$ cat src/rtl/cu_pkg.sv
// Shared encodings for the multi-cycle control unit: opcodes, funct3, states, ALU/imm/WB selects.
// MULDIV_EN adds the MDU state and the M-extension ALU codes.
package cu_pkg;

   localparam logic [4:0] OP_LOAD   = 5'b00000;
   localparam logic [4:0] OP_OPIMM  = 5'b00100;
   localparam logic [4:0] OP_AUIPC  = 5'b00101;
   localparam logic [4:0] OP_STORE  = 5'b01000;
   localparam logic [4:0] OP_OP     = 5'b01100;
   localparam logic [4:0] OP_LUI    = 5'b01101;
   localparam logic [4:0] OP_BRANCH = 5'b11000;
   localparam logic [4:0] OP_JALR   = 5'b11001;
   localparam logic [4:0] OP_JAL    = 5'b11011;

   localparam logic [2:0] F3_ADD  = 3'b000;
   localparam logic [2:0] F3_SLL  = 3'b001;
   localparam logic [2:0] F3_SLT  = 3'b010;
   localparam logic [2:0] F3_SLTU = 3'b011;
   localparam logic [2:0] F3_XOR  = 3'b100;
   localparam logic [2:0] F3_SR   = 3'b101;
   localparam logic [2:0] F3_OR   = 3'b110;
   localparam logic [2:0] F3_AND  = 3'b111;

   localparam logic [2:0] F3_BEQ  = 3'b000;
   localparam logic [2:0] F3_BNE  = 3'b001;
   localparam logic [2:0] F3_BLT  = 3'b100;
   localparam logic [2:0] F3_BGE  = 3'b101;
   localparam logic [2:0] F3_BLTU = 3'b110;
   localparam logic [2:0] F3_BGEU = 3'b111;

   localparam logic [2:0] F3_B  = 3'b000;
   localparam logic [2:0] F3_H  = 3'b001;
   localparam logic [2:0] F3_W  = 3'b010;
   localparam logic [2:0] F3_BU = 3'b100;
   localparam logic [2:0] F3_HU = 3'b101;

   typedef enum logic [2:0] {
      S_FETCH  = 3'd0,
      S_DECODE = 3'd1,
      S_EXEC   = 3'd2,
      S_MEM    = 3'd3,
      S_WB     = 3'd4,
      S_TRAP   = 3'd5
`ifdef MULDIV_EN
      , S_MDU  = 3'd6
`endif
   } state_t;

   typedef enum logic [3:0] {
      C_NONE, C_R, C_I, C_LOAD, C_STORE, C_BRANCH, C_JAL, C_JALR, C_LUI, C_AUIPC
   } cls_t;

   typedef logic [4:0] alu_t;
   localparam alu_t ALU_ADD   = 5'd0;
   localparam alu_t ALU_SUB   = 5'd1;
   localparam alu_t ALU_SLL   = 5'd2;
   localparam alu_t ALU_SLT   = 5'd3;
   localparam alu_t ALU_SLTU  = 5'd4;
   localparam alu_t ALU_XOR   = 5'd5;
   localparam alu_t ALU_SRL   = 5'd6;
   localparam alu_t ALU_SRA   = 5'd7;
   localparam alu_t ALU_OR    = 5'd8;
   localparam alu_t ALU_AND   = 5'd9;
   localparam alu_t ALU_PASSB = 5'd10;
   localparam alu_t ALU_MUL   = 5'd11;

   localparam logic [2:0] IMM_I = 3'd0;
   localparam logic [2:0] IMM_S = 3'd1;
   localparam logic [2:0] IMM_B = 3'd2;
   localparam logic [2:0] IMM_U = 3'd3;
   localparam logic [2:0] IMM_J = 3'd4;

   localparam logic [1:0] WB_MEM = 2'd0;
   localparam logic [1:0] WB_ALU = 2'd1;
   localparam logic [1:0] WB_PC4 = 2'd2;

   // alt selects SUB/SRA (funct7[5]) for the funct3 slots that have a variant.
   function automatic alu_t alu_from_f3(input logic [2:0] f3, input logic alt);
      alu_t r;
      case (f3)
         F3_ADD:  r = alt ? ALU_SUB : ALU_ADD;
         F3_SLL:  r = ALU_SLL;
         F3_SLT:  r = ALU_SLT;
         F3_SLTU: r = ALU_SLTU;
         F3_XOR:  r = ALU_XOR;
         F3_SR:   r = alt ? ALU_SRA : ALU_SRL;
         F3_OR:   r = ALU_OR;
         default: r = ALU_AND;
      endcase
      return r;
   endfunction

endpackage

$ cat src/rtl/cu_decoder.sv
// Combinational classifier: opcode/funct3/funct7 -> class, datapath selects and legality.
// MULDIV_EN makes funct7=0x01 R-type legal and flags it for the MDU.
module cu_decoder
   import cu_pkg::*;
(
   input  logic [4:0] opcode,
   input  logic [2:0] funct3,
   input  logic [6:0] funct7,
   output cls_t       cls,
   output alu_t       alu_sel,
   output logic [2:0] imm_sel,
   output logic       a_sel,
   output logic       b_sel,
`ifdef MULDIV_EN
   output logic       is_mdu,
`endif
   output logic       legal
);

   always_comb begin
      cls     = C_NONE;
      alu_sel = ALU_ADD;
      imm_sel = IMM_I;
      a_sel   = 1'b0;
      b_sel   = 1'b0;
      legal   = 1'b0;
`ifdef MULDIV_EN
      is_mdu  = 1'b0;
`endif
      case (opcode)
         OP_OP: begin
            cls = C_R;
            if (funct7 == 7'h00) begin
               legal   = 1'b1;
               alu_sel = alu_from_f3(funct3, 1'b0);
            end else if (funct7 == 7'h20 && (funct3 == F3_ADD || funct3 == F3_SR)) begin
               legal   = 1'b1;
               alu_sel = alu_from_f3(funct3, 1'b1);
            end
`ifdef MULDIV_EN
            else if (funct7 == 7'h01) begin
               legal   = 1'b1;
               is_mdu  = 1'b1;
               alu_sel = ALU_MUL + {2'b00, funct3};
            end
`endif
         end
         OP_OPIMM: begin
            cls     = C_I;
            b_sel   = 1'b1;
            alu_sel = alu_from_f3(funct3, funct3 == F3_SR && funct7[5]);
            if (funct3 == F3_SLL)     legal = (funct7 == 7'h00);
            else if (funct3 == F3_SR) legal = (funct7 == 7'h00) || (funct7 == 7'h20);
            else                      legal = 1'b1;
         end
         OP_LOAD: begin
            cls   = C_LOAD;
            b_sel = 1'b1;
            legal = funct3 inside {F3_B, F3_H, F3_W, F3_BU, F3_HU};
         end
         OP_STORE: begin
            cls     = C_STORE;
            b_sel   = 1'b1;
            imm_sel = IMM_S;
            legal   = funct3 inside {F3_B, F3_H, F3_W};
         end
         OP_BRANCH: begin
            cls     = C_BRANCH;
            a_sel   = 1'b1;
            b_sel   = 1'b1;
            imm_sel = IMM_B;
            legal   = funct3 inside {F3_BEQ, F3_BNE, F3_BLT, F3_BGE, F3_BLTU, F3_BGEU};
         end
         OP_JAL: begin
            cls     = C_JAL;
            a_sel   = 1'b1;
            b_sel   = 1'b1;
            imm_sel = IMM_J;
            legal   = 1'b1;
         end
         OP_JALR: begin
            cls   = C_JALR;
            b_sel = 1'b1;
            legal = (funct3 == 3'b000);
         end
         OP_LUI: begin
            cls     = C_LUI;
            b_sel   = 1'b1;
            imm_sel = IMM_U;
            alu_sel = ALU_PASSB;
            legal   = 1'b1;
         end
         OP_AUIPC: begin
            cls     = C_AUIPC;
            a_sel   = 1'b1;
            b_sel   = 1'b1;
            imm_sel = IMM_U;
            legal   = 1'b1;
         end
         default: ;
      endcase
   end

endmodule

$ cat src/rtl/multicycle_control_unit.sv
// RV32I multi-cycle controller: FETCH/DECODE/EXEC/MEM/WB sequencing with illegal/timeout traps.
// Define MULDIV_EN to add the MDU state and the mdu_start/mdu_done handshake.
module multicycle_control_unit
   import cu_pkg::*;
#(
   parameter int unsigned MEM_TIMEOUT = 16,
   parameter int unsigned ALUSEL_W    = 4,
   parameter int unsigned IMMSEL_W    = 3
) (
   input  logic                clk,
   input  logic                rst_n,
   input  logic [31:0]         inst,
   input  logic                BrEq,
   input  logic                BrLt,
   input  logic                MemReady,
   output logic                MemReq,
   output logic                MemRW,
   output logic                PCSel,
   output logic                PCWEn,
   output logic                IRWEn,
   output logic                OldPCWEn,
   output logic                RegWEn,
   output logic                BrUn,
   output logic                ASel,
   output logic                BSel,
   output logic [IMMSEL_W-1:0] ImmSel,
   output logic [ALUSEL_W-1:0] ALUSel,
   output logic [1:0]          WBSel,
   output logic                illegal,
   output logic                bus_err,
`ifdef MULDIV_EN
   output logic                mdu_start,
   input  logic                mdu_done,
`endif
   output logic [2:0]          state_o
);

   localparam logic [7:0] TIMEOUT = 8'(MEM_TIMEOUT);

   state_t      state_q, state_d;
   logic [31:0] ir_q, ir_d;
   logic [7:0]  cnt_q, cnt_d;
   logic        illegal_q, illegal_d;
   logic        bus_err_q, bus_err_d;
   logic        taken;
   logic        unused_ir_bits;

   cls_t        cls;
   alu_t        dec_alu;
   logic [2:0]  dec_imm;
   logic        dec_a, dec_b, dec_legal;
`ifdef MULDIV_EN
   logic        dec_mdu;
   logic        mdu_start_q, mdu_start_d;
`endif

   cu_decoder u_dec (
      .opcode  (ir_q[6:2]),
      .funct3  (ir_q[14:12]),
      .funct7  (ir_q[31:25]),
      .cls     (cls),
      .alu_sel (dec_alu),
      .imm_sel (dec_imm),
      .a_sel   (dec_a),
      .b_sel   (dec_b),
`ifdef MULDIV_EN
      .is_mdu  (dec_mdu),
`endif
      .legal   (dec_legal)
   );

   assign unused_ir_bits = ^{ir_q[1:0], ir_q[11:7], ir_q[24:15]};

   always_comb begin
      case (ir_q[14:12])
         F3_BEQ:           taken = BrEq;
         F3_BNE:           taken = ~BrEq;
         F3_BLT, F3_BLTU:  taken = BrLt;
         F3_BGE, F3_BGEU:  taken = ~BrLt;
         default:          taken = 1'b0;
      endcase
   end

   // Outputs are forced to their reset values while rst_n is low so an
   // in-flight MEM request drops without waiting for a clock edge.
   always_comb begin
      state_d   = state_q;
      ir_d      = ir_q;
      cnt_d     = cnt_q;
      illegal_d = illegal_q;
      bus_err_d = bus_err_q;
      MemReq    = 1'b0;
      MemRW     = 1'b0;
      PCSel     = 1'b0;
      PCWEn     = 1'b0;
      IRWEn     = 1'b0;
      OldPCWEn  = 1'b0;
      RegWEn    = 1'b0;
      BrUn      = 1'b0;
      ASel      = 1'b0;
      BSel      = 1'b0;
      ImmSel    = IMMSEL_W'(IMM_I);
      ALUSel    = ALUSEL_W'(ALU_ADD);
      WBSel     = WB_ALU;
      if (rst_n) begin
         if (state_q inside {S_EXEC, S_MEM, S_WB
`ifdef MULDIV_EN
                             , S_MDU
`endif
                             }) begin
            ASel   = dec_a;
            BSel   = dec_b;
            ImmSel = IMMSEL_W'(dec_imm);
            ALUSel = ALUSEL_W'(dec_alu);
         end
         case (state_q)
            S_FETCH: begin
               MemReq = 1'b1;
               if (MemReady) begin
                  IRWEn    = 1'b1;
                  OldPCWEn = 1'b1;
                  PCWEn    = 1'b1;
                  ir_d     = inst;
                  cnt_d    = '0;
                  state_d  = S_DECODE;
               end else if (cnt_q == TIMEOUT) begin
                  bus_err_d = 1'b1;
                  state_d   = S_TRAP;
               end else begin
                  cnt_d = cnt_q + 8'd1;
               end
            end
            S_DECODE: begin
               if (dec_legal) begin
                  state_d = S_EXEC;
               end else begin
                  illegal_d = 1'b1;
                  state_d   = S_TRAP;
               end
            end
            S_EXEC: begin
               case (cls)
                  C_BRANCH: begin
                     BrUn    = ir_q[13];
                     PCWEn   = taken;
                     PCSel   = taken;
                     state_d = S_FETCH;
                  end
                  C_JAL, C_JALR: begin
                     PCWEn   = 1'b1;
                     PCSel   = 1'b1;
                     state_d = S_WB;
                  end
                  C_LOAD, C_STORE: state_d = S_MEM;
                  default: begin
                     state_d = S_WB;
`ifdef MULDIV_EN
                     if (dec_mdu) state_d = S_MDU;
`endif
                  end
               endcase
            end
            S_MEM: begin
               MemReq = 1'b1;
               MemRW  = (cls == C_STORE);
               if (MemReady) begin
                  cnt_d   = '0;
                  state_d = (cls == C_STORE) ? S_FETCH : S_WB;
               end else if (cnt_q == TIMEOUT) begin
                  bus_err_d = 1'b1;
                  state_d   = S_TRAP;
               end else begin
                  cnt_d = cnt_q + 8'd1;
               end
            end
            S_WB: begin
               RegWEn  = 1'b1;
               WBSel   = (cls == C_LOAD) ? WB_MEM :
                         (cls == C_JAL || cls == C_JALR) ? WB_PC4 : WB_ALU;
               state_d = S_FETCH;
            end
`ifdef MULDIV_EN
            S_MDU: begin
               if (mdu_done) state_d = S_WB;
            end
`endif
            S_TRAP: ;
            default: state_d = S_FETCH;
         endcase
      end
`ifdef MULDIV_EN
      mdu_start_d = (state_q == S_EXEC) && (state_d == S_MDU);
`endif
   end

   always_ff @(posedge clk or negedge rst_n) begin
      if (!rst_n) begin
         state_q     <= S_FETCH;
         ir_q        <= 32'h0000_0013;
         cnt_q       <= '0;
         illegal_q   <= 1'b0;
         bus_err_q   <= 1'b0;
`ifdef MULDIV_EN
         mdu_start_q <= 1'b0;
`endif
      end else begin
         state_q     <= state_d;
         ir_q        <= ir_d;
         cnt_q       <= cnt_d;
         illegal_q   <= illegal_d;
         bus_err_q   <= bus_err_d;
`ifdef MULDIV_EN
         mdu_start_q <= mdu_start_d;
`endif
      end
   end

   assign illegal = illegal_q;
   assign bus_err = bus_err_q;
   assign state_o = state_q;
`ifdef MULDIV_EN
   assign mdu_start = mdu_start_q;
`endif

endmodule

$ cat config.mk
export PLATFORM = sky130hd
export DESIGN_NAME = multicycle_control_unit
export DESIGN_NICKNAME = d
export VERILOG_FILES = /design/src/rtl/cu_pkg.sv /design/src/rtl/cu_decoder.sv /design/src/rtl/multicycle_control_unit.sv
export SDC_FILE = /design/constraint.sdc
export NUM_CORES = 1
export LEC_CHECK = 0
export CAP_MARGIN = 20
export CELL_PAD_IN_SITES_DETAIL_PLACEMENT = 1
export CELL_PAD_IN_SITES_GLOBAL_PLACEMENT = 1
export CORE_ASPECT_RATIO = 1.5
export CORE_UTILIZATION = 37
export DETAILED_ROUTE_END_ITERATION = 10
export HOLD_SLACK_MARGIN = 0.12
export PLACE_DENSITY = 0.92
export SLEW_MARGIN = 0
export SYNTH_ARGS = -nofsm -noshare
export SYNTH_HDL_FRONTEND = slang
export SYNTH_SLANG_ARGS = --single-unit
$ cat constraint.sdc
create_clock -name clk -period 5 [get_ports clk]
set_clock_uncertainty 0.1 [all_clocks]
set_input_delay 1 -clock clk [delete_from_list [all_inputs] [get_ports clk]]
set_output_delay 1 -clock clk [all_outputs]
set_load 0.1 [all_outputs]
* Yosys cells after proc, flatten, opt, wreduce, memory -nomap -nowiden *
Index checks and enable logic that the tools add are counted.

storage, ports and cells
  flip-flop bits (word level) = 45
  input bits = 37
  output and inout port bits = 24
  word-level logic and storage cells = 122

cells by class
  add/subtract/negate cells = 1
  equal/unequal tests = 28
  multiplexer cells = 56
  bitwise gates (word level) = 5
  reduce and logical (&&, ||, !) cells = 27

operators with widths
  kind                   count
  $pmux W4 S7            3
  $pmux W4 S9            1
  $mux W1                27
  $mux W3                7
  $eq A3 B3 Y1 const B   6
  $eq A4 B3 Y1 const B   4
  $mux W4                4
  $mux W8                2
  $eq A5 B4 Y1 const B   3
  $eq A5 B5 Y1 const B   3
  $pmux W3 S5            1
  $eq A3 B2 Y1 const B   4
  $pmux W3 S4            1
  $pmux W4 S3            1
  $reduce_or A2 Y1       6
  $eq A5 B3 Y1 const B   2
  $reduce_and A3 Y1      3
  $add A8 B1 Y8 const B  1
  $eq A8 B5 Y1 const B   1
  $mux W2                4
  $reduce_or A8 Y1       1
  $eq A7 B6 Y1 const B   1
  $logic_not A7 Y1       1
  $pmux W1 S7            1
  17 further kinds       29

* Depth between registers and ports, before layout *
Gate-level depths: netlist (run 1).

  word-level depth = 8
  depth in mapped cells = 7

* Cells and area by module *
From an unflattened synthesis (run 1), not the netlist that was laid out.

unflattened totals
  cell total of the unflattened synthesis = 240
  area, all modules = 2137.0 um^2

by module, submodules not included
  module                   times used  cells each  area an instance (um^2)  sequential area each (um^2)
  multicycle_control_unit  1           161         1647.8                   701.9
  cu_decoder               1           79          489.2                    0.0

* Worst setup path before layout (run 1) *
Ideal clock, no wire load.

  path kind = register -> output
  from = reg state_q[2], in the netlist state_o[2]
  to = out WBSel[1]
  arrival = 4.468 ns
  data required time = 3.900 ns
  slack = -0.568 ns
  cell stages (with the launch flop) = 4
  path buffers = 0
  path through = dfrtp_1 nand2b_1 nand3b_1 nor4b_1

on the way
  cells in the longest elaborated chain, start to end = 3

RTL lines
  item                      RTL line                        source
  start: declaration        multicycle_control_unit.sv:40   state_t state_q, state_d;
  start signal: assignment  multicycle_control_unit.sv:207  state_q <= state_d;
  $eq A3 B3 Y1              multicycle_control_unit.sv:116  case (state_q)
  $mux W2                   multicycle_control_unit.sv:116
  $mux W2                   multicycle_control_unit.sv:105  if (rst_n) begin
  end: declaration          multicycle_control_unit.sv:28   output logic [1:0] WBSel,

Every way passes these cells.

* Worst setup path after layout (run 1) *
  from = in rst_n
  to = out PCWEn

on the way
  cells in the longest elaborated chain, start to end = 1

RTL lines
  item                RTL line                        source
  start: declaration  multicycle_control_unit.sv:11   input logic rst_n,
  $mux W1             multicycle_control_unit.sv:105
  end: declaration    multicycle_control_unit.sv:19   output logic PCWEn,

Every way passes these cells.

==> reports/results.ini, run 1 <==
[run_status]
outcome=completed

[drt]
routed_wl_mm=5.27
drc=0
first_pass_iters=3
vias=1809
drt_iter0_drc=68
viasPerCell=5.58
wl_per_cell_um=16.3
drtAntennaViolNets=0

[die]
die_y_um=90.9
ios=61
start_util=0.383
die_width_um=61.2
die-area_mm2=0.00557
core_region_area_mm2=0.00508
rows=32

[synthesis]
async_flop_share=1.00
ys_types=52
synth_cells=223
synthesis.nets=262
seq_area_frac_synth=0.360
syn-mean-instance-area_um2=8.74
synth.largest_area_cell=dfrtp_1
synth-seq-cells=28
yosysWarnings=0
synth_top_area_frac=0.347
synth.area.top_cells=dfrtp_1 (35%), mux2_2 (7.5%), nand2_1 (3.9%)
synth-main-ff-cell=dfrtp_1
synth-edff-count=0
synth.cell_area_mm2=0.00195

[global_routing]
gr-total-overflow=0
antenna_found_initial=0
grt_pass1_vias=1929
track_usage=0.217
grt_pass1_wl_mm=9.14
grt_start_max_net_pins=37

[pwr]
power.density_mw_per_mm2=224
p_total_uw=593
p_leak_nw=1.07
ir_worst_vdd_mv=0.151

[cts]
cts_sinks=28
cts_setup_buffers=0
cts-hold-fix-buffers=0
post_cts_resized=0
numCtsBuffers=3
root_buffer=clkbuf_8
clk_path_buf_depth=2
clk_latency_ns=0.27
clkTransAtPathRegs_ns=0.09
cts_tree=yes
cts_max_level=1

[critical_path]
crit_path_start_kind=primary input
crit_slowest_cell=clkdlybuf4s50_1
max_stage_delay_ns=0.52
rrSetupSlack_ns=2.74
path_max_fanout=4
cp.arrival_ns=2.91
endpoint_kind=output port
crit_path_frequent_cell=o21a_1
critical_path_class=in -> out
path_cells=clkdlybuf4s50_1 -> nor2b_1 -> nand2_1 -> nor3_1 -> o21a_1 -> o21a_1 -> buf_12
critPathRequiredTime_ns=3.90

[finish]
mostFrequentLayoutCell=dfrtp_1
drive_above_1_share=0.195
layout_common_cells=dfrtp_1 (27), clkdlybuf4s50_1 (24), nand2_1 (20)
fillers=593
antenna_cells=0
layout.nets=296
stdcell_count=324
fin_util=0.520
syn_to_final_growth_pct=35.6

[timing]
hold_violations=0
rsz0062_at_grt=no
relSlewSlack=0.356
maxSlewViolCount=0
layout_min_cycle_time_ns=4.01
fmax_ghz=0.249
worst_pin_slew_ns=0.963
finalSetupViolCount=0
finalCritPeriodShare=0.802
fin_setup_tns_ns=0

[place]
gp_congestion=0.872
place_inst=320
io_buffers=43
dp_hpwl_mm=3.91

[run]
cap_violations=0

[worst_hold_path]
hp-class=reg -> reg

-- layer usage --
metal	global-route usage	up-vias	share of wire
met4	0.0947	0	0.022
met3	0.0115	10	0.014
met1	0.271	900	0.42
met5	0	-	0
li1	-	868	-
met2	0.369	31	0.55
-- stage by stage --
step	setup slack, ns	hold slack [ns]	instance area [um2]
5_1_grt	0.937	0.399	2640
3_3_place_gp	1.01	0.364	2590
6_report	0.989	0.380	2640
3_5_place_dp	0.985	0.361	2590
2_1_floorplan	0.363	0.372	1950
4_1_cts	0.983	0.385	2640
-- critical path: cells and delay by family --
kind / cells / cell delay, ns
AOI/OAI and AO/OA: 2 / 0.49
buffers and inverters: 2 / 0.70
and+or+nand+nor: 3 / 0.70
-- registers in the layout, summed over array words and instances, names as in the netlist --
name,cells
bus_err,1
cnt_q,8
illegal,1
ir_q,15
state_o,3
-- path summary, 6_finish.rpt --
path | cells after the start | startpoint | to
setup / recovery | 7 | rst_n | PCWEn
hold / removal | 1 | illegal | illegal
setup reg to reg | 5 | ir_q[4] | state_o[0]
hold reg to reg | 1 | illegal | illegal
max in group asynchronous | 2 | rst_n | ir_q[4]
min in group asynchronous | 2 | rst_n | state_o[2]
-- power by group --
part / internal, mW / switching (mW)
registers: 0.247 / 0.0408
logic: 0.0711 / 0.0938
clock network: 0.0705 / 0.0699
total: 0.388 / 0.205
-- cell type report --
cell class	count	area, um2	share of cell area
multi-input combinational	169	1130	0.427
sequential	28	702	0.266
timing repair buffer	45	636	0.241
tap	68	85.1	0.0322
clock buffer	4	55.1	0.0208
inverter	10	37.5	0.0142
-- synth_stat cells, types with 2 or more instances --
| library cell | n |
|---|---|
| a21oi_1 | 13 |
| a22oi_1 | 5 |
| a311o_1 | 2 |
| and3_1 | 4 |
| buf_2 | 4 |
| buf_4 | 2 |
| buf_6 | 2 |
| clkbuf_1 | 8 |
| dfrtp_1 | 27 |
| ha_1 | 2 |
| inv_1 | 10 |
| mux2_2 | 13 |
| mux2i_1 | 3 |
| nand2_1 | 20 |
| nand2b_1 | 3 |
| nand3_1 | 8 |
| nand4_1 | 2 |
| nor2_1 | 17 |
| nor2b_1 | 6 |
| nor3_1 | 10 |
| nor3b_1 | 3 |
| nor4b_1 | 2 |
| o21a_1 | 3 |
| o21ai_0 | 15 |
| o21bai_1 | 2 |
| o22a_1 | 2 |
| o22ai_1 | 2 |
| o31ai_1 | 2 |
| or2_2 | 2 |
| or4_4 | 2 |
| xnor2_1 | 4 |
| xor2_1 | 3 |
-- cells by family (layout without fill, tap and decap cells) --
kind of cell	Yosys count	after routing	synth area share
and+or+nand+nor	85	85	0.235
DFF	28	28	0.360
xor gates and xnor gates	7	7	0.0315
adders and majority gates	2	2	0.0128
muxes	16	16	0.0906
buffers and inverters	26	59	0.0642
AOI/OAI and AO/OA	59	59	0.206
No activity file was read; power rests on OpenSTA's default activity.
==> inputs of run 2 (changes only) <==
- CORE_UTILIZATION: 37 -> 31
- PLACE_DENSITY: 0.92 -> 0.83
- clock period: 5 -> 3.3 ns (I/O delays scaled with it)
==> run 2 against run 1 <==
Net effect: power rose by 63%; register-to-register slack got worse by 1.7 ns; cell count rose by 3.7%; count of clock-buffer cells in the layout fell by 1; critical path depth fell by 1; sequential power rose by 50%; setup slack got worse by 0.90 ns; combinational power rose by 61%; first-iteration DRC count fell by 13%; critical path type is now reg -> out; critical endpoint is now ALUSel[0].
==> reports/results.ini, run 2 (synthesis gave the netlist of run 1 again) <==
[run_status]
outcome=completed

[critical_path]
path_max_fanout=9
rrSetupSlack_ns=1.03
crit_path_start_kind=register
endpoint_kind=output port
crit_slowest_cell=dfstp_2
cp_top_family=simple AND/OR/NAND/NOR gates
crit_buf_inv=1
cp.arrival_ns=2.45
path_cells=or3b_4 -> or3_1 -> a21oi_1 -> nor3b_1 -> a2111oi_4 -> buf_12
critical_path_class=reg -> out
max_stage_delay_ns=0.66
critPathRequiredTime_ns=2.54

[cts]
cts-hold-fix-buffers=0
post_cts_resized=0
numCtsBuffers=3
cts_setup_buffers=0
clk_latency_ns=0.27
cts_sinks=28
cts_tree=yes
cts_max_level=1
clk_path_buf_depth=2
root_buffer=clkbuf_8
clkTransAtPathRegs_ns=0.10

[timing]
layout_min_cycle_time_ns=3.21
finalSetupViolCount=0
worst_pin_slew_ns=0.582
finalCritPeriodShare=0.972
relSlewSlack=0.612
rsz0062_at_grt=no
maxSlewViolCount=0
hold_violations=0
fmax_ghz=0.312
whs_ns=0.390

[pwr]
power.density_mw_per_mm2=351
p_total_uw=966
ir_worst_vdd_mv=0.439
p_leak_nw=1.11

[drt]
drc=0
drt_iter0_drc=59
vias=1824
routed_wl_mm=5.26
viasPerCell=5.43
wl_per_cell_um=15.6
drtAntennaViolNets=0
first_pass_iters=5

[finish]
layout.nets=302
stdcell_count=336
layout_common_cells=dfrtp_1 (24), nand2_1 (20), clkdlybuf4s50_1 (19), buf_12 (19), nor2_1 (17)
antenna_cells=0
largest_register=ir_q
syn_to_final_growth_pct=41.3
fin_area_mm2=0.00275
largest_reg_flops=15
mostFrequentLayoutCell=dfrtp_1
drive_above_1_share=0.271
fin_util=0.452

[die]
start_util=0.320
die-area_mm2=0.00661
core_region_area_mm2=0.00609
ios=61
die_y_um=99.1
rows=35
die_width_um=66.7

[place]
placed_area_mm2=0.00268
dp_hpwl_mm=4.09
place_inst=332
gp_congestion=0.821
io_buffers=43

[global_routing]
antenna_found_initial=0
gr-total-overflow=0
track_usage=0.171
grt_pass1_wl_mm=8.89
grt_pass1_vias=1914
grt_start_max_net_pins=27

[run]
cap_violations=0

[worst_hold_path]
hp-class=reg -> reg

[run 2: worst paths after layout]
check | startpoint | to | depth (start not counted)
max in group asynchronous | rst_n | ir_q[4] | 2
max reg2reg | ir_q[2] | state_o[0] | 5
min in group asynchronous | rst_n | state_o[2] | 2
min | illegal | illegal | 1
max | ir_q[4] | ALUSel[0] | 6
min reg2reg | illegal | illegal | 1
[run 2: per-layer routing]
metal	GRT usage	vias to the layer above	wire length (um)
met5	0	-	0
met4	0.0606	0	105
met3	0.0183	9	108
met2	0.303	34	2810
met1	0.207	897	2230
li1	-	884	-
[run 2: layout make-up]
cell class | count | area (um2)
fill | 681 | 3330
multi-input combinational | 169 | 1180
sequential | 28 | 706
timing repair buffer | 51 | 668
tap | 74 | 92.6
clock buffer | 3 | 41.3
inverter | 10 | 37.5
clock inverter | 1 | 30.0
[run 2: per-stage QoR]
stage	setup TNS (ns)	setup WS (ns)
floorplan	-0.250	-0.0927
global placement	0	0.193
detailed placement	0	0.161
CTS	0	0.0666
global route	0	0.0270
finish	0	0.0932
[run 2: power breakdown]
group | total (mW) | switching [mW] | internal (mW)
Clock | 0.270 | 0.107 | 0.162
Sequential | 0.431 | 0.0569 | 0.374
Combinational | 0.265 | 0.153 | 0.112
==> inputs of run 3 (changes only) <==
- PLACE_DENSITY: 0.83 -> 0.75
==> run 3 against run 2 <==
Net effect: count of clock-buffer cells in the layout stayed put; setup slack lost 0.0090 ns; worst hold slack worse by 0.015 ns; critical path depth unchanged; critical endpoint unchanged; largest cell class unchanged; largest power group unchanged.
==> reports/results.ini, run 3 (synthesis gave the netlist of run 1 again) <==
[pwr]
p_total_uw=971
pwr-share-clk=0.282
combPwrFrac=0.271
power.density_mw_per_mm2=353
pwr-share-seq=0.447
swShare=0.332
p_int_uw=649
ir_worst_vdd_mv=0.403
p_sw_uw=322
p_leak_nw=1.11

[global_routing]
antenna_found_initial=0
met1_usage=0.238
grtUsageMet2=0.326
gr-usage-met3=0.0103
grt_start_max_net_pins=25
gr-total-overflow=0
grt_pass1_vias=1901
track_usage=0.189
grt_pass1_wl_mm=9.61
grt-busiest-layer=met2

[timing]
finalSetupViolCount=0
rsz0062_at_grt=no
relSlewSlack=0.619
worst_pin_slew_ns=0.572
maxSlewViolCount=0
fmax_ghz=0.311
finalCritPeriodShare=0.974
layout_min_cycle_time_ns=3.22
hold_violations=0

[critical_path]
cp_top_family=simple AND/OR/NAND/NOR gates
critical_path_class=reg -> out
crit_slowest_cell=dfstp_2
endpoint_kind=output port
crit_path_start_kind=register
path_cells=or3b_4 -> or3_1 -> a21oi_1 -> nor3b_1 -> a2111oi_4 -> buf_12
cp.arrival_ns=2.46
path_max_fanout=9
critPathRequiredTime_ns=2.54
crit_buf_inv=1
max_stage_delay_ns=0.66

[drt]
vias=1829
drc=0
first_pass_iters=4
viasPerCell=5.44
drtAntennaViolNets=0
routed_wl_mm=5.55
drt_iter0_drc=144
wl_per_cell_um=16.5

[run]
cap_violations=0

[cts]
post_cts_resized=0
cts_setup_buffers=0
cts_max_level=1
numCtsBuffers=3
cts_sinks=28
root_buffer=clkbuf_8
clk_latency_ns=0.28
cts_tree=yes
cts-hold-fix-buffers=0
clkTransAtPathRegs_ns=0.10
clk_path_buf_depth=2

[place]
place_inst=332
io_buffers=43
dp_hpwl_mm=4.22
gp_congestion=0.844

[finish]
largest_register=ir_q
syn_to_final_growth_pct=41.3
drive_above_1_share=0.271
largest_reg_flops=15
mostFrequentLayoutCell=dfrtp_1
stdcell_count=336
layout_common_cells=dfrtp_1 (24), nand2_1 (20), clkdlybuf4s50_1 (19), buf_12 (19), nor2_1 (17)
layout.nets=302
antenna_cells=0

[worst_hold_path]
hp-class=reg -> reg

[die]
core_region_area_mm2=0.00609
die-area_mm2=0.00661
rows=35
die_y_um=99.1
die_width_um=66.7
start_util=0.320
ios=61

[run_status]
outcome=completed

-- run 3: final timing paths --
check / slack (ns) / depth (start not counted) / to / start
min: 0.38 / 1 / illegal / illegal
max in group asynchronous: 2.01 / 2 / ir_q[4] / rst_n
max: 0.08 / 6 / ALUSel[0] / ir_q[4]
max reg2reg: 1.03 / 5 / state_o[1] / ir_q[2]
min in group asynchronous: 0.75 / 2 / illegal / rst_n
min reg2reg: 0.38 / 1 / illegal / illegal
-- run 3: metal layers --
metal | vias up | share of wire
met5 | - | 0
met3 | 10 | 0.017
met4 | 0 | 0.031
met1 | 899 | 0.41
li1 | 888 | -
met2 | 32 | 0.54
-- run 3: power groups by stage --
stage / registers (mW) / logic (mW) / clock network (mW)
global placement: 0.439 / 0.258 / 0
CTS: 0.434 / 0.267 / 0.279
detailed placement: 0.441 / 0.265 / 0
global route: 0.442 / 0.290 / 0.291
finish: 0.434 / 0.263 / 0.273
floorplan: 0.438 / 0.185 / 0
-- run 3: worst register-to-register path, stage by stage, from the launching register on --
cell and delay (ns):
dfrtp_1 0.60, or4_4 0.62, o22ai_2 0.12, a21oi_1 0.06, o211a_1 0.27, o41ai_1 0.36
-- run 3: per-stage QoR --
stage,setup WS (ns),hold slack (ns),instance area [um2],util,TNS [ns]
final,0.0842,0.375,2750,0.452,0
after global routing,0.00139,0.411,2750,0.452,0
after CTS,0.0881,0.379,2750,0.452,0
after detailed placement,0.205,0.357,2680,0.440,0
after global placement,0.243,0.361,2680,0.440,0
after floorplan,-0.0927,0.264,2010,-,-0.250
-- run 3: cell type report --
cell class                 instances  area, um2
sequential                        28        706
multi-input combinational        169       1180
inverter                          10       37.5
tap                               74       92.6
clock inverter                     1       30.0
fill                             695       3330
timing repair buffer              51        668
clock buffer                       3       41.3
